## src/rtl/bus_control_pkg.sv

```systemverilog
// Shared state type, bus constants and packed-parameter helpers for the
// parametrised 68000 bus controller.
package bus_control_pkg;

    typedef enum logic [2:0] {
        ST_IDLE = 3'd0,
        ST_WAIT = 3'd1,
        ST_EXTW = 3'd2,
        ST_ACK  = 3'd3,
        ST_ERR  = 3'd4
    } bus_state_e;

    // Function code presented by the CPU during an interrupt-acknowledge cycle.
    localparam logic [2:0] FC_IACK = 3'b111;

    // Upper bound on region count; region indices always fit in IDX_W bits.
    localparam int MAX_REGIONS = 8;
    localparam int IDX_W       = 3;
    // Packed per-region parameters are widened to this before field extraction.
    localparam int FIELD_VEC_W = 256;

    // Extract field idx of the given width from a packed per-region vector.
    function automatic logic [31:0] field_at(input logic [FIELD_VEC_W-1:0] vec,
                                             input int idx,
                                             input int width);
        logic [31:0] low_bits;
        logic [31:0] mask;
        low_bits = 32'(vec >> (idx * width));
        if (width >= 32) begin
            mask = 32'hFFFF_FFFF;
        end else begin
            mask = (32'd1 << width) - 32'd1;
        end
        return low_bits & mask;
    endfunction

    // Read one per-region flag bit.
    function automatic logic flag_at(input logic [MAX_REGIONS-1:0] vec,
                                     input logic [IDX_W-1:0] idx);
        return vec[idx];
    endfunction

    // Highest pending request level (bit6 = level 7), 0 when none pending.
    function automatic logic [2:0] int_priority(input logic [6:0] req);
        logic [2:0] level;
        level = 3'd0;
        for (int i = 0; i < 7; i++) begin
            if (req[i]) begin
                level = 3'(i + 1);
            end else begin
                level = level;
            end
        end
        return level;
    endfunction

endpackage

```

## src/rtl/bus_region_decoder.sv

```systemverilog
// Combinational address decoder: finds the region whose tag matches the top
// address bits (lowest index wins), applies the boot overlay and reports the
// attributes of the selected region.
module bus_region_decoder
    import bus_control_pkg::*;
#(
    parameter int NUM_REGIONS = 4,
    parameter int ADDR_WIDTH = 24,
    parameter int TAG_BITS = 4,
    parameter int WAIT_WIDTH = 3,
    parameter logic [NUM_REGIONS*TAG_BITS-1:0] REGION_TAGS = {4'hF, 4'h1, 4'h0, 4'h0},
    parameter logic [NUM_REGIONS*WAIT_WIDTH-1:0] REGION_WAITS = '0,
    parameter logic [NUM_REGIONS-1:0] REGION_RO = 4'b1000,
    parameter logic [NUM_REGIONS-1:0] REGION_EXT = 4'b0000,
    parameter int BOOT_REGION = 3
) (
    input  logic [ADDR_WIDTH-1:0]  addr,
    input  logic                   wr,
    input  logic                   bootstrapped,
    output logic [NUM_REGIONS-1:0] region_onehot,
    output logic                   hit,
    output logic                   ro_violation,
    output logic                   is_ext,
    output logic [WAIT_WIDTH-1:0]  wait_count
);

    localparam logic [FIELD_VEC_W-1:0] TAGS_VEC  = FIELD_VEC_W'(REGION_TAGS);
    localparam logic [FIELD_VEC_W-1:0] WAITS_VEC = FIELD_VEC_W'(REGION_WAITS);
    localparam logic [MAX_REGIONS-1:0] RO_VEC    = MAX_REGIONS'(REGION_RO);
    localparam logic [MAX_REGIONS-1:0] EXT_VEC   = MAX_REGIONS'(REGION_EXT);
    localparam logic [IDX_W-1:0]       BOOT_IDX  = IDX_W'(BOOT_REGION);

    logic [TAG_BITS-1:0] addr_tag_s;
    logic [IDX_W-1:0]    raw_idx_s;
    logic [IDX_W-1:0]    sel_idx_s;
    logic                hit_s;
    logic                unused_addr_s;

    assign addr_tag_s    = addr[ADDR_WIDTH-1 -: TAG_BITS];
    assign unused_addr_s = ^addr[ADDR_WIDTH-TAG_BITS-1:0];

    // Tag match; scanning downwards leaves the lowest matching region index.
    always_comb begin
        hit_s     = 1'b0;
        raw_idx_s = '0;
        for (int i = NUM_REGIONS - 1; i >= 0; i--) begin
            if (addr_tag_s == TAG_BITS'(field_at(TAGS_VEC, i, TAG_BITS))) begin
                hit_s     = 1'b1;
                raw_idx_s = IDX_W'(i);
            end else begin
                hit_s     = hit_s;
                raw_idx_s = raw_idx_s;
            end
        end
    end

    // Boot overlay: reads of region 0 go to the boot region until bootstrapped.
    always_comb begin
        if (hit_s && !wr && !bootstrapped && (raw_idx_s == '0)) begin
            sel_idx_s = BOOT_IDX;
        end else begin
            sel_idx_s = raw_idx_s;
        end
    end

    // Attributes of the selected region.
    always_comb begin
        region_onehot = '0;
        for (int i = 0; i < NUM_REGIONS; i++) begin
            region_onehot[i] = hit_s && (sel_idx_s == IDX_W'(i));
        end
        hit          = hit_s;
        ro_violation = hit_s & wr & flag_at(RO_VEC, sel_idx_s);
        is_ext       = flag_at(EXT_VEC, sel_idx_s);
        wait_count   = WAIT_WIDTH'(field_at(WAITS_VEC, int'(sel_idx_s), WAIT_WIDTH));
    end

endmodule

```

## src/rtl/bus_control_param.sv

```systemverilog
// Parametrised 68000 bus controller: region chip selects with wait states,
// external-ack regions with timeout, boot overlay and a registered interrupt
// priority encoder with autovector acknowledge. All state moves on the
// falling CPU clock edge.
module bus_control_param
    import bus_control_pkg::*;
#(
    parameter int NUM_REGIONS = 4,
    parameter int ADDR_WIDTH = 24,
    parameter int TAG_BITS = 4,
    parameter int WAIT_WIDTH = 3,
    parameter logic [NUM_REGIONS*TAG_BITS-1:0] REGION_TAGS = {4'hF, 4'h1, 4'h0, 4'h0},
    parameter logic [NUM_REGIONS*WAIT_WIDTH-1:0] REGION_WAITS = '0,
    parameter logic [NUM_REGIONS-1:0] REGION_RO = 4'b1000,
    parameter logic [NUM_REGIONS-1:0] REGION_EXT = 4'b0000,
    parameter int TIMEOUT_CYCLES = 64,
    parameter int BOOT_REGION = 3
) (
    input  logic                   CPUCLK_IN,
    input  logic                   RUN_IN,
    input  logic                   AS_IN,
    input  logic                   WR_IN,
    input  logic                   UDS_IN,
    input  logic                   LDS_IN,
    input  logic [2:0]             STATUS_CODE_IN,
    input  logic [ADDR_WIDTH-1:0]  ADDR_IN,
    input  logic                   EXT_ACK_IN,
    input  logic [6:0]             INT_REQ_IN,
    output logic [NUM_REGIONS-1:0] CS_UPPER,
    output logic [NUM_REGIONS-1:0] CS_LOWER,
    output logic                   OUTPUT_ENABLE,
    output logic                   DATA_ACK,
    output logic                   BUS_ERROR,
    output logic                   INT_AUTOVEC_ACK,
    output logic [2:0]             INT_LEVEL,
    output logic                   BOOTSTRAPPED
);

    // Counter serves both the wait-state count and the external-ack timeout.
    localparam int TO_W  = $clog2(TIMEOUT_CYCLES);
    localparam int CNT_W = (WAIT_WIDTH > TO_W) ? WAIT_WIDTH : TO_W;

    bus_state_e state_r, state_n;
    logic [CNT_W-1:0]       cnt_r, cnt_n;
    logic [NUM_REGIONS-1:0] cs_upper_r, cs_upper_n;
    logic [NUM_REGIONS-1:0] cs_lower_r, cs_lower_n;
    logic oe_r, oe_n;
    logic dack_r, dack_n;
    logic berr_r, berr_n;
    logic vpa_r, vpa_n;
    logic boot_r, boot_n;
    logic iack_r, iack_n;
    logic [2:0] int_level_r;

    logic                   stb_s;
    logic [NUM_REGIONS-1:0] region_s;
    logic                   hit_s;
    logic                   ro_s;
    logic                   ext_s;
    logic [WAIT_WIDTH-1:0]  wait_s;

    assign stb_s = AS_IN & (UDS_IN | LDS_IN);

    bus_region_decoder #(
        .NUM_REGIONS (NUM_REGIONS),
        .ADDR_WIDTH  (ADDR_WIDTH),
        .TAG_BITS    (TAG_BITS),
        .WAIT_WIDTH  (WAIT_WIDTH),
        .REGION_TAGS (REGION_TAGS),
        .REGION_WAITS(REGION_WAITS),
        .REGION_RO   (REGION_RO),
        .REGION_EXT  (REGION_EXT),
        .BOOT_REGION (BOOT_REGION)
    ) u_decoder (
        .addr         (ADDR_IN),
        .wr           (WR_IN),
        .bootstrapped (boot_r),
        .region_onehot(region_s),
        .hit          (hit_s),
        .ro_violation (ro_s),
        .is_ext       (ext_s),
        .wait_count   (wait_s)
    );

    // Next state and next outputs of the bus cycle; a dropped strobe always ends the cycle.
    always_comb begin
        state_n    = state_r;
        cnt_n      = cnt_r;
        cs_upper_n = cs_upper_r;
        cs_lower_n = cs_lower_r;
        oe_n       = oe_r;
        dack_n     = dack_r;
        berr_n     = berr_r;
        vpa_n      = vpa_r;
        boot_n     = boot_r;
        iack_n     = iack_r;
        if (!stb_s) begin
            state_n    = ST_IDLE;
            cnt_n      = '0;
            cs_upper_n = '0;
            cs_lower_n = '0;
            oe_n       = 1'b0;
            dack_n     = 1'b0;
            berr_n     = 1'b0;
            vpa_n      = 1'b0;
            iack_n     = 1'b0;
        end else begin
            case (state_r)
                ST_IDLE: begin
                    if (STATUS_CODE_IN == FC_IACK) begin
                        iack_n = 1'b1;
                        if ((ADDR_IN[3:1] == int_level_r) && (int_level_r != 3'd0) && !WR_IN) begin
                            state_n = ST_ACK;
                            vpa_n   = 1'b1;
                        end else begin
                            state_n = ST_ERR;
                            berr_n  = 1'b1;
                        end
                    end else if (!hit_s || ro_s) begin
                        iack_n  = 1'b0;
                        state_n = ST_ERR;
                        berr_n  = 1'b1;
                    end else begin
                        iack_n     = 1'b0;
                        cs_upper_n = region_s & {NUM_REGIONS{UDS_IN}};
                        cs_lower_n = region_s & {NUM_REGIONS{LDS_IN}};
                        oe_n       = ~WR_IN;
                        // Only a write reaches region 0 itself while the overlay is active.
                        if (WR_IN && region_s[0]) begin
                            boot_n = 1'b1;
                        end else begin
                            boot_n = boot_r;
                        end
                        if (ext_s) begin
                            state_n = ST_EXTW;
                            cnt_n   = CNT_W'(TIMEOUT_CYCLES - 1);
                        end else begin
                            state_n = ST_WAIT;
                            cnt_n   = CNT_W'(wait_s);
                        end
                    end
                end
                ST_WAIT: begin
                    if (cnt_r == '0) begin
                        state_n = ST_ACK;
                        dack_n  = 1'b1;
                    end else begin
                        cnt_n = cnt_r - CNT_W'(1);
                    end
                end
                ST_EXTW: begin
                    if (EXT_ACK_IN) begin
                        state_n = ST_ACK;
                        dack_n  = 1'b1;
                    end else if (cnt_r == '0) begin
                        state_n    = ST_ERR;
                        berr_n     = 1'b1;
                        cs_upper_n = '0;
                        cs_lower_n = '0;
                        oe_n       = 1'b0;
                    end else begin
                        cnt_n = cnt_r - CNT_W'(1);
                    end
                end
                ST_ACK: begin
                    state_n = ST_ACK;
                end
                ST_ERR: begin
                    state_n = ST_ERR;
                end
                default: begin
                    state_n    = ST_IDLE;
                    cnt_n      = '0;
                    cs_upper_n = '0;
                    cs_lower_n = '0;
                    oe_n       = 1'b0;
                    dack_n     = 1'b0;
                    berr_n     = 1'b0;
                    vpa_n      = 1'b0;
                    iack_n     = 1'b0;
                end
            endcase
        end
    end

    // Bus-cycle state and registered bus outputs; RUN_IN low clears everything.
    always_ff @(negedge CPUCLK_IN) begin
        if (!RUN_IN) begin
            state_r    <= ST_IDLE;
            cnt_r      <= '0;
            cs_upper_r <= '0;
            cs_lower_r <= '0;
            oe_r       <= 1'b0;
            dack_r     <= 1'b0;
            berr_r     <= 1'b0;
            vpa_r      <= 1'b0;
            boot_r     <= 1'b0;
            iack_r     <= 1'b0;
        end else begin
            state_r    <= state_n;
            cnt_r      <= cnt_n;
            cs_upper_r <= cs_upper_n;
            cs_lower_r <= cs_lower_n;
            oe_r       <= oe_n;
            dack_r     <= dack_n;
            berr_r     <= berr_n;
            vpa_r      <= vpa_n;
            boot_r     <= boot_n;
            iack_r     <= iack_n;
        end
    end

    // Interrupt level tracks the requests, but holds still through an acknowledge cycle.
    always_ff @(negedge CPUCLK_IN) begin
        if (!RUN_IN) begin
            int_level_r <= 3'd0;
        end else if (iack_r && (state_r != ST_IDLE)) begin
            int_level_r <= int_level_r;
        end else begin
            int_level_r <= int_priority(INT_REQ_IN);
        end
    end

    assign CS_UPPER        = cs_upper_r;
    assign CS_LOWER        = cs_lower_r;
    assign OUTPUT_ENABLE   = oe_r;
    assign DATA_ACK        = dack_r;
    assign BUS_ERROR       = berr_r;
    assign INT_AUTOVEC_ACK = vpa_r;
    assign INT_LEVEL       = int_level_r;
    assign BOOTSTRAPPED    = boot_r;

endmodule

```

## config.mk

```make
export PLATFORM = sky130hd
export DESIGN_NAME = bus_control_param
export DESIGN_NICKNAME = d
export VERILOG_FILES = /design/src/rtl/bus_control_pkg.sv /design/src/rtl/bus_region_decoder.sv /design/src/rtl/bus_control_param.sv
export SDC_FILE = /design/constraint.sdc
export NUM_CORES = 1
export LEC_CHECK = 0
export ABC_AREA = 1
export CORE_ASPECT_RATIO = 1.25
export CORE_MARGIN = 3
export CORE_UTILIZATION = 48
export CTS_CLUSTER_SIZE = 14
export DETAILED_ROUTE_END_ITERATION = 6
export PLACE_DENSITY = 0.85
export SYNTH_ARGS = -nofsm -noshare
export SYNTH_HDL_FRONTEND = slang
export SYNTH_SLANG_ARGS = --single-unit
```

## constraint.sdc

```tcl
create_clock -name CPUCLK_IN -period 2.53 [get_ports CPUCLK_IN]
set_input_delay 0.253 -clock CPUCLK_IN [delete_from_list [all_inputs] [get_ports CPUCLK_IN]]
set_output_delay 0.253 -clock CPUCLK_IN [all_outputs]
set_load 0.05 [all_outputs]
```

# After elaboration in Yosys (flattened, before gate mapping)
# Memories as Yosys holds them, arrays and structs flattened.
# Index checks and enable logic that the tools add are counted.
[totals]
memories = 2
latchBits = 0
ramBits = 0
in_bits = 41
romBits = 16
register_bits = 26
[op_classes]
mul = 1
n_eq_ne = 22
bitwise_logic = 13
n_div = 0
n_reduce_logical = 34
shift = 1
n_mux = 56
n_lt_le_gt_ge = 1
addsub = 1
[mem_list]
columns = ["name", "depth", "word_bits", "read_ports", "rd_clocked_by_memory_dff", "wr", "line", "text"]
rows = [
  ["(name not given)", 8, 1, 1, 0, 0, "bus_control_pkg.sv:40", "return vec[idx];"],
  ["(name not given)", 8, 1, 1, 0, 0, "bus_control_pkg.sv:40", ""],
]
[ops]
columns = ["op", "n"]
rows = [
  ["$mux 3", 15],
  ["$shr 1x32->3 const A", 1],
  ["$mux 6", 5],
  ["$mux 4", 6],
  ["$pmux 4 s3", 2],
  ["$pmux 6 s4", 1],
  ["$mux 1", 19],
  ["$ne 2x2->1 const B", 8],
  ["$pmux 3 s5", 1],
  ["$reduce_and 5->1", 3],
  ["$eq 3x2->1 const B", 4],
  ["$logic_and 1x1->1", 11],
  ["$logic_not 3->1", 3],
  ["$ne 3x3->1 const B", 3],
  ["$pmux 1 s3", 3],
  ["$and 4x4->4", 2],
  ["$not 1->1", 7],
  ["$eq 3x1->1 const B", 2],
  ["$eq 3x3->1 const B", 2],
  ["$logic_not 6->1", 1],
  ["$reduce_and 3->1", 2],
  ["$reduce_bool 3->1", 2],
  ["$reduce_or 3->1", 2],
  ["$sub 6x1->6 const B", 1],
  ["other kinds (16)", 23],
]

# Depth between registers and ports, before layout
# Gate-level depths: netlist of run 1.
[depth]
depth_word = 15
ltp_mapped = 11
depth_no_buf = 11

# Modules after synthesis
# A second synthesis of run 1 with hierarchy kept.
[unflattened]
hier_cells = 241
hier_area_um2 = 1615.3
[modules_own_cells]
columns = ["mod", "seq_area_each_um2", "area_per_inst_um2", "n_inst", "cells_per_inst"]
rows = [
  ["bus_control_param", 520.5, 1487.7, 1, 222],
  ["bus_region_decoder", 0.0, 127.6, 1, 19],
]

==> impl_results.md, run 1 <==
- Run status: completed
- Starting DRT DRC Count: 124
- CP startpoint: ADDR_IN[22]
- CP max FO: 11
- Fin. Hold Viols: 0
- CORE AREA: 3028 um2
- Synthesized netlist net count: 281
- Startpoint types: primary input
- Ys flop type: dfxtp_1
- Clk_lat worst skew: 0.43 ns
- Combinational Power Share: 0.274
- Worst-margin pin slew: 0.4489 ns
- First-pass GRT wire length: 7603 um
- Die Ht: 69.95 um
- Detail Route met2 WL: 2603 um
- WP data arrival: 1.55 ns
- Yosys top cell by area: dfxtp_1
- Path depth of the worst reg2reg path: 9
- Sink Count: 26
- VDD IR max: 0.0004650 V
- Sequential fraction of the synthesis area: 0.3315
- RSZ-0062 raised after global routing: true
- Layout cells sized above 1: 0.2138
- Dpl hpwl: 2927 um
- Clock share of power: 0.339
- TritonRoute pass-1 iters: 5
- Worst reg2reg endpoint: CS_LOWER[3]
- Syn. warnings: 0
- Max_cap viols: 0
- Initial Util: 0.5186
- Antenna-violating nets left: 0
- Number of fill cells in the layout: 191
- Synthesis-stage register bit count: 26
- # diodes: 0
- Setup crit end kind: register
- Sw Pwr: 0.0004597 W
- Number of CTS-inserted buffers: 3
- Initial antenna violation count: 0
- DRT met1 WL: 1815 um
- Hold crit path type: register to register
- Crit-path cells: dlygate4sd2_1 > inv_1 > nand2_1 > nor2_2 > nor2_1 > a21oi_2 > nand2_4 > nand2_4 > nand3_1 > nand2_1 > nor2_1
- Max H-tree Level: 1
- Sw frac: 0.4055
- Setup violators final: 0
- Syn Area/Cell: 6.598 um2
- Cts hold-fix bufs: 0
- Nets@finish: 362
- Mapped Area: 1570 um2
- Post-synth top area share: 0.3315
- Die footprint: 3998 um2
- Post-Place Cells: 321
- DP Area: 2223 um2
- Pwr dens: 464.4 nW/um2
- Flop pwr share: 0.387
- Wire per inst: 13.84 um
- Worst Setup Slack, final: 0.01684 ns
- Tot GR Track Use: 0.2320
- Port Buffers: 39
- Cell variety after synth: 31
- Final Non-Filler Cells: 354
- Req. time, crit path: 1.57 ns
- DRT Wirelength: 4901 um
- Largest net degree at the start of global routing: 17
- Design area: 2441 um2
- Crit-path slowest cell: dlygate4sd2_1
- Final RePlAce weighted congestion: 0.8326
- Worst rel slew slack: 0.7000
- Die X: 57.16 um
- Vias per cell: 5.449
- Area delta synth->final: 55.46%
- Slew Limit Fails: 0
- Drt drc: 0
- Post-Syn Instances: 238
- Clock Tree Buf Depth: 2
- Post-place setup slack: -0.5628 ns
- Worst R2R Setup Slack: 0.85 ns
- Final core occ: 0.8062
- Reg2reg start: state_r[0]
- CTS tree: built
- Max Used Layer: met4
- Top Ports: 57
- Number of global-route vias before repair: 1854
- CTS Root Cell: clkbuf_4
- Worst-path clk slew: 0.05 ns
- Routed vias: 1929
- Crit path to: CS_LOWER[0]
- Leak: 1.247 nW
- Tot Pwr: 0.001134 W
- Num rows: 22
- GRT Residual Overflow: 0
- Synth area leaders: dfxtp_1, nand2_1, nor2_1
- Slowest stage delay, CP: 0.25 ns
- Post-synth EDFFs: 0
- Clock Skews: 0.03307 ns
- WL met3: 373 um
- CP Class: primary input to register
- Internal power: 0.0006740 W
- Ys async rst share: 0
-- worst min path at each step --
stage               depth (start not counted)   startpoint  slack (ns)           to
floorplan                                   2     cnt_r[0]        0.45     cnt_r[0]
global placement                            2     cnt_r[0]        0.47     cnt_r[0]
detailed placement                          2  CS_UPPER[1]        0.48  CS_UPPER[1]
CTS                                         2  CS_UPPER[1]        0.49  CS_UPPER[1]
global route                                2  CS_UPPER[1]        0.51  CS_UPPER[1]
finish                                      2  CS_UPPER[1]        0.49  CS_UPPER[1]
-- Yosys cell counts, types with 2 or more instances --
master,count
nand2_4,2
o21ai_0,10
nor2_1,37
a21oi_2,2
a41oi_1,2
nor2_2,4
nand3_2,3
dfxtp_1,26
nand4_1,3
nand3_1,20
a21oi_1,18
nand2_1,50
xor2_1,3
ha_1,2
inv_1,32
nor3_1,2
nand2_2,4
buf_8,2
inv_2,4
-- metrics by stage --
stage | TNS, ns | hold WS, ns
final | 0 | 0.4894
after global routing | -0.4284 | 0.5124
after CTS | 0 | 0.4880
after detailed placement | -10.65 | 0.4762
after global placement | -9.263 | 0.4661
after floorplan | 0 | 0.4525
-- logic make-up (layout without fill, tap and decap cells) --
family | after synthesis | after routing | synth area share
AOI/OAI and AO/OA | 37 | 37 | 0.1426
xor gates and xnor gates | 4 | 4 | 0.02231
adders and majority gates | 2 | 2 | 0.01593
buffers and inverters | 41 | 119 | 0.1171
DFF | 26 | 26 | 0.3315
and+or+nand+nor | 128 | 130 | 0.3705
-- state kept, by name (all words and copies together), names as in the netlist --
name / count
BOOTSTRAPPED: 1
BUS_ERROR: 1
CS_LOWER: 4
CS_UPPER: 4
DATA_ACK: 1
INT_AUTOVEC_ACK: 1
INT_LEVEL: 3
OUTPUT_ENABLE: 1
cnt_r: 6
iack_r: 1
state_r: 3
-- layout by cell type, fill, tap and decap left out, types with 5 or more instances in the layout --
cell	n
nand2_1	49
dlygate4sd2_1	5
dfxtp_1	24
nor2_2	7
nor2_1	33
nand3_1	19
buf_12	17
buf_4	13
o21ai_0	9
inv_1	57
clkdlybuf4s50_1	15
a21oi_1	18
-- power by group through the flow --
stage / sequential [W] / combinational, W / clock, W
2_1_floorplan: 0.000473 / 0.000140 / 0.0000653
3_3_place_gp: 0.000446 / 0.000274 / 0.0000653
3_5_place_dp: 0.000446 / 0.000280 / 0.0000653
4_1_cts: 0.000438 / 0.000299 / 0.000368
5_1_grt: 0.000439 / 0.000335 / 0.000416
6_report: 0.000439 / 0.000311 / 0.000384
-- timing repair --
action,CTS,global route
buffers inserted,1,1
setup endpoints to repair,17,22
resized for setup,14,9
cloned,2,0
pin swaps,8,1
-- metal layers --
layer | up-vias | track usage
met5 | - | 0
met4 | 0 | 0.1186
met3 | 15 | 0.05730
met2 | 125 | 0.4117
met1 | 863 | 0.2472
li1 | 926 | -
-- worst max-delay path, delay by kind of cell --
kind	cells	cell delay [ns]
buffers and inverters	2	0.31
and+or+nand+nor	8	0.77
AOI/OAI and AO/OA	1	0.21
-- layout make-up --
type                       count  area (um2)  area share
clock buffer                   3       22.52    0.009226
clock inverter                27       103.9     0.04254
inverter                      36       136.4     0.05587
multi-input combinational    173       940.9      0.3854
sequential                    26       523.0      0.2142
tap                           36       45.04     0.01845
timing repair buffer          53       669.4      0.2742
No activity file was read; power rests on OpenSTA's default activity.
==> run 2: changes to the inputs <==
ABC_AREA = not set   (was 1)
CORE_UTILIZATION = 46   (was 48)
PLACE_DENSITY = 0.84   (was 0.85)
SKIP_CTS_REPAIR_TIMING = 1   (was not set)
==> run 2 against run 1 <==
Net effect: combinational power fell by 35%; sequential share of layout area rose by 0.25 points; synthesized area fell by 8.9%; non-clock buffer count rose by 6; register-to-register slack got worse by 0.15 ns; hold slack got worse by 0.035 ns; sequential power fell by 2%; power fell by 8.5%; clock power rose by 5%; the run now ends with setup timing left; via count fell by 12%; critical path type is now register to output pin; critical path depth fell by 10; worst setup slack got worse by 0.022 ns.
==> impl_results.md, run 2 <==
- Run status: complete, but fails checks
- Failing checks: setup timing
- GRT busiest layer: met2
- Largest net degree at the start of global routing: 17 (unchanged)
- Cell variety after synth: 46 (+48%)
- CP max FO: 2 (-9)
- VDD IR max: 0.0003658 V (-21%)
- Port Buffers: 39 (unchanged)
- Req. time, crit path: 2.28 ns (+0.71 ns)
- Commonest non-fill, non-tap cell in the layout: inv_1
- Pwr dens: 427.7 nW/um2 (-7.9%)
- Main combinational cell family by area after synthesis: simple AND/OR/NAND/NOR gates
- CP bufs+invs: 1 (-1)
- Max H-tree Level: 1 (unchanged)
- Synth Area in Compound Gates: 0.2327 (+0.09009)
- Worst R2R Setup Slack: 0.70 ns (-0.15 ns)
- GR Util met3: 0.06415 (+0.006850)
- Crit-path cells: buf_12
- Nets@finish: 306 (-15%)
- Setup TNS Final: -0.005413 ns (-0.005413 ns)
- Clock Tree Buf Depth: 2 (unchanged)
- Worst Setup Slack, final: -0.005413 ns (-0.02225 ns)
- Post-synth EDFFs: 0 (unchanged)
- DP Area: 2148 um2 (-3.4%)
- Worst-path clk slew: 0.08 ns (+0.03 ns)
- Simple-gate area share of the yosys netlist: 0.2826 (-0.08793)
- Mapped Area: 1430 um2 (-8.9%)
- CORE AREA: 2945 um2 (-2.7%)
- Die footprint: 3818 um2 (-4.5%)
- Met1 usage in global routing: 0.2007 (-0.04648)
- CP startpoint: CS_LOWER[0]
- Reg2reg start: cnt_r[0]
- Hold WS: 0.4548 ns (-0.03458 ns)
- Commonest cells in the netlist: dfxtp_1, nor2_1, nand2_1
- WP data arrival: 2.28 ns (+0.73 ns)
- Area delta synth->final: 69.55%
- # diodes: 0 (unchanged)
- XOR/XNOR share of the synthesized area: 0.01225 (-0.01006)
- Startpoint types: register
- Syn. warnings: 0 (unchanged)
- Die Ht: 68.34 um (-2.3%)
- Synth area leaders: dfxtp_1, nor2_1, nand2_1
- Path depth of the worst reg2reg path: 8 (-1)
- CP Class: register to output pin
- Post-Syn Instances: 178 (-25%)
- Worst reg2reg endpoint: CS_UPPER[3]
- Sink Count: 26 (unchanged)
- Starting DRT DRC Count: 97 (-22%)
- Top Ports: 57 (unchanged)
- Drt drc: 0 (unchanged)
- Post-synthesis mux area share: 0.04899 (+0.04899)
- TritonRoute pass-1 iters: 5 (unchanged)
- CTS Root Cell: clkbuf_4
- Final RePlAce weighted congestion: 0.8920 (+7.1%)
- Design area: 2425 um2 (-0.67%)
- Max_cap viols: 0 (unchanged)
- Ys flop type: dfxtp_1
- Slowest stage delay, CP: 0.40 ns (+0.15 ns)
- Delay-heaviest family, CP: flip-flops
- Number of fill cells in the layout: 157 (-18%)
- Synthesis-stage register bit count: 26 (unchanged)
- Slew Limit Fails: 0 (unchanged)
- Crit path to: CS_LOWER[0]
- Worst rel slew slack: 0.6483 (-0.05179)
- Crit-path slowest cell: dfxtp_1
- Yosys top cell by area: dfxtp_1
- Leading cell types in the layout, fill and taps excluded: inv_1, nor2_1, dfxtp_1
- GRT met2 Usage: 0.3624 (-0.04926)
- Fin. Hold Viols: 0 (unchanged)
- Tot GR Track Use: 0.1968 (-0.03522)
- First-pass GRT wire length: 6023 um (-21%)
- Clock Skews: 0.06378 ns (+0.03070 ns)
- Synthesized netlist net count: 221 (-21%)
- Number of CTS-inserted buffers: 3 (unchanged)
- Vias per cell: 5.728 (+5.1%)
- Hold crit path type: register to register
- Setup crit end kind: output pin
- Dpl hpwl: 2648 um (-9.6%)
- Synthesized-area fraction occupied by adder cells: 0.01750 (+0.001562)
- Layout cells sized above 1: 0.2710 (+0.05716)
- Die X: 55.87 um (-2.2%)
- Antenna-violating nets left: 0 (unchanged)
- Largest register by flop count: cnt_r
- GRT Residual Overflow: 0 (unchanged)
- Setup violators final: 1 (+1)
- Largest register FFs: 6 (unchanged)
- DRT Wirelength: 4884 um (-0.35%)
- Routed vias: 1707 (-12%)
- CP Depth: 1 (-10)
- Wire per inst: 16.39 um (+18%)
- Initial antenna violation count: 0 (unchanged)
- Sequential fraction of the synthesis area: 0.3640 (+0.03248)
- Clk_lat worst skew: 0.46 ns (+0.03 ns)
- Syn Area/Cell: 8.034 um2 (+22%)
- Initial Util: 0.4856 (-0.03304)
- Worst-margin pin slew: 0.5269 ns (+0.07803 ns)
- Post-synth top area share: 0.3640 (+0.03248)
- Leak: 1.170 nW (-6.1%)
- Ys async rst share: 0 (unchanged)
- CTS tree: built
- Number of global-route vias before repair: 1528 (-18%)
- Num rows: 22 (unchanged)
==> run 2: cell count changes after synthesis, sizes merged, moves of 7 or more <==
cell,change
nand3,-17
mux2i,+7
nand2,-34
inv,-28
nor2,-16
a21oi,-10
==> run 2: through the flow <==
step / worst slack [ns] / util / cells / power (W)
6_report: -0.005413 / 0.8233 / 298 / 0.001037
4_1_cts: -0.1600 / 0.7710 / 295 / 0.0009896
2_1_floorplan: -0.01163 / - / 178 / 0.0005809
5_1_grt: -0.02442 / 0.8233 / 298 / 0.001091
3_3_place_gp: -0.5597 / 0.7294 / 266 / 0.0006745
3_5_place_dp: -0.5740 / 0.7294 / 266 / 0.0006773
==> run 2: worst min-delay path by stage <==
stage	startpoint	endpoint	slack, ns	cells after the start
after global routing	cnt_r[5]	cnt_r[5]	0.48	1
after CTS	cnt_r[5]	cnt_r[5]	0.46	1
after global placement	cnt_r[5]	cnt_r[5]	0.44	1
after detailed placement	cnt_r[5]	cnt_r[5]	0.44	1
final	cnt_r[5]	cnt_r[5]	0.45	1
after floorplan	cnt_r[5]	cnt_r[5]	0.42	1
==> run 2: per-layer routing <==
| metal | vias up | wire [um] |
|---|---|---|
| met5 | - | 0 |
| met4 | 0 | 104 |
| met2 | 101 | 2646 |
| li1 | 814 | - |
| met3 | 15 | 339 |
| met1 | 777 | 1793 |
==> run 2: final cells by class <==
class                           instances  area (um2)  share of cell area
Multi-Input combinational cell        140       963.4              0.3973
Timing Repair Buffer                   59       738.2              0.3044
Sequential cell                        26       525.5              0.2167
Clock inverter                         27       103.9             0.04283
Tap cell                               36       45.04             0.01858
Inverter                                7       26.28             0.01084
Clock buffer                            3       22.52            0.009288
==> run 2: power by group <==
| part | switching, W | internal, W |
|---|---|---|
| logic | 0.000102 | 0.000101 |
| clock network | 0.000288 | 0.000115 |
| registers | 0.0000136 | 0.000417 |
| total | 0.000403 | 0.000634 |
==> run 2: logic make-up (layout without fill, tap and decap cells) <==
kind of cell	Yosys count	count (layout)
XOR/XNOR	2	2
AO/OA/AOI/OAI	49	49
flip-flops	26	26
buffers and inverters	13	96
multiplexers	7	7
AND/OR/NAND/NOR	79	80
adder cells (fa/ha/maj)	2	2
==> run 3: changes to the inputs <==
ABC_AREA = 1   (was not set)
CORE_UTILIZATION = 48   (was 46)
PLACE_DENSITY = 0.85   (was 0.84)
==> run 3 against run 2 <==
Net effect: the run now ends clean; routed wire length grew 3.4%; final cell count grew 19%; power increased by 11%; critical endpoint is now OUTPUT_ENABLE; largest cell class unchanged; largest power group unchanged.
==> impl_results.md, run 3 (synthesized netlist as in run 1, its figures left out) <==
- Max_cap viols: 0 (unchanged)
- Number of fill cells in the layout: 183 (+17%)
- Pwr dens: 468.0 nW/um2 (+9.4%)
- Dpl hpwl: 2927 um (+11%)
- Die Ht: 69.95 um (+2.3%)
- Reg2reg start: state_r[0]
- Sink Count: 26 (unchanged)
- Worst rel slew slack: 0.6458 (-0.002439)
- Max H-tree Level: 1 (unchanged)
- Slowest stage delay, CP: 0.40 ns (about the same)
- Startpoint types: register
- CTS Root Cell: clkbuf_4
- Port Buffers: 39 (unchanged)
- Req. time, crit path: 2.28 ns (about the same)
- # diodes: 0 (unchanged)
- CP max FO: 2 (unchanged)
- VDD IR max: 0.0004602 V (+26%)
- Clk_lat worst skew: 0.45 ns (about the same)
- Crit-path slowest cell: dfxtp_1
- Hold Crit Start: CS_UPPER[1]
- Slew Limit Fails: 0 (unchanged)
- Layout cells sized above 1: 0.2170 (-0.05401)
- Leading cell types in the layout, fill and taps excluded: inv_1, nand2_1, nor2_1
- Leak: 1.270 nW (+8.5%)
- Hold path cells: 2 (+1)
- Number of CTS-inserted buffers: 3 (unchanged)
- Hold WS: 0.4875 ns (+0.03276 ns)
- Largest register FFs: 6 (unchanged)
- Worst Setup Slack, final: 0.01201 ns (+0.01743 ns)
- GRT Residual Overflow: 0 (unchanged)
- DRT met1 WL: 1876 um (+4.6%)
- Detail Route met2 WL: 2624 um (-0.83%)
- CP Depth: 1 (unchanged)
- Max Used Layer: met4
- Tot GR Track Use: 0.2053 (+0.008533)
- CTS tree: built
- Die footprint: 3998 um2 (+4.7%)
- Design area: 2454 um2 (+1.2%)
- Area delta synth->final: 56.25%
- Final RePlAce weighted congestion: 0.8326 (-6.7%)
- Initial antenna violation count: 0 (unchanged)
- Largest net degree at the start of global routing: 23 (+6)
- Largest register by flop count: cnt_r
- Worst-margin pin slew: 0.5300 ns (+0.003122 ns)
- CP startpoint: OUTPUT_ENABLE
- Routed vias: 1937 (+13%)
- Number of global-route vias before repair: 1711 (+12%)
- First-pass GRT wire length: 6782 um (+13%)
- Initial Util: 0.5186 (+0.03304)
- CP Class: register to output pin
- Hold crit path type: register to register
- Clock Tree Buf Depth: 2 (unchanged)
- Crit-path cells: buf_12
- Top Ports: 57 (unchanged)
- TritonRoute pass-1 iters: 6 (+1)
- Fin. Hold Viols: 0 (unchanged)
- Delay-heaviest family, CP: flip-flops
- Multi-input gate area: 940.9 um2 (-2.3%)
- Path depth of the worst reg2reg path: 9 (+1)
- Worst R2R Setup Slack: 0.76 ns (+0.06 ns)
- Commonest non-fill, non-tap cell in the layout: inv_1
- WL met3: 333 um (-1.8%)
- CORE AREA: 3028 um2 (+2.8%)
- Nets@finish: 362 (+18%)
- Tot Pwr: 0.001148 W (+11%)
- Post-place setup slack: -0.5628 ns (+0.01118 ns)
- Drt drc: 0 (unchanged)
- Final core occ: 0.8103 (-0.01295)
- Antenna-violating nets left: 0 (unchanged)
- Worst-path clk slew: 0.06 ns (-0.02 ns)
- DRT Wirelength: 5050 um (+3.4%)
- Setup crit end kind: output pin
- WP data arrival: 2.26 ns (-0.02 ns)
- Num rows: 22 (unchanged)
- Setup violators final: 0 (-1)
- Clock Skews: 0.03881 ns (-0.02497 ns)
- Starting DRT DRC Count: 142 (+46%)
- DP Area: 2223 um2 (+3.5%)
- Die X: 57.16 um (+2.3%)
- Wire per inst: 14.27 um (-13%)
- Reg area: 523.0 um2 (-0.48%)
- Vias per cell: 5.472 (-4.5%)
- CP bufs+invs: 1 (unchanged)
- Run status: completed
-- run 3: cell types whose count changed in the layout (fill, tap and decap cells not counted), moves of 5 or more --
cell / delta
nand2_1: +30
inv_1: +25
nand3_1: +13
nor2_1: +10
a21oi_1: +9
clkdlybuf4s50_1: +9
dlymetal6s2s_1: -9
buf_4: -7
mux2i_1: -7
nor2_2: +6
a31oi_1: -5
-- run 3: final cells by class --
cell class / instances / area share
Clock buffer: 3 / 0.009179
Tap cell: 36 / 0.01836
Clock inverter: 27 / 0.04233
Sequential cell: 26 / 0.2132
Timing Repair Buffer: 53 / 0.2784
Multi-Input combinational cell: 173 / 0.3835
Inverter: 36 / 0.05507
-- run 3: worst paths after layout --
check	endpoint
setup / recovery	OUTPUT_ENABLE
hold / removal	CS_UPPER[1]
setup reg to reg	CS_LOWER[0]
hold reg to reg	CS_UPPER[1]
-- run 3: per-layer routing --
layer  GRT usage  vias up
met2      0.3647      108
met1      0.2197      880
li1            -      920
met4      0.1005        0
met5           0        -
met3     0.05176       29
-- run 3: report_power, final --
part | leakage, nW | internal [W] | total, W | switching, W
clock | 0.157 | 0.000115 | 0.000391 | 0.000276
sequential | 0.212 | 0.000423 | 0.000438 | 0.0000150
combinational | 0.901 | 0.000141 | 0.000319 | 0.000178
total | 1.27 | 0.000679 | 0.00115 | 0.000469
-- run 3: per-stage QoR --
step                 TNS, ns  cells
floorplan                  0    238
global placement      -9.263    321
detailed placement    -10.65    321
CTS                   -1.695    350
global route        -0.07367    354
finish                     0    354
-- run 3: worst min-delay path: cells and delay by family, from the launching register on --
family,cells,cell delay [ns]
AND/OR/NAND/NOR,2,0.11
flip-flops,1,0.34
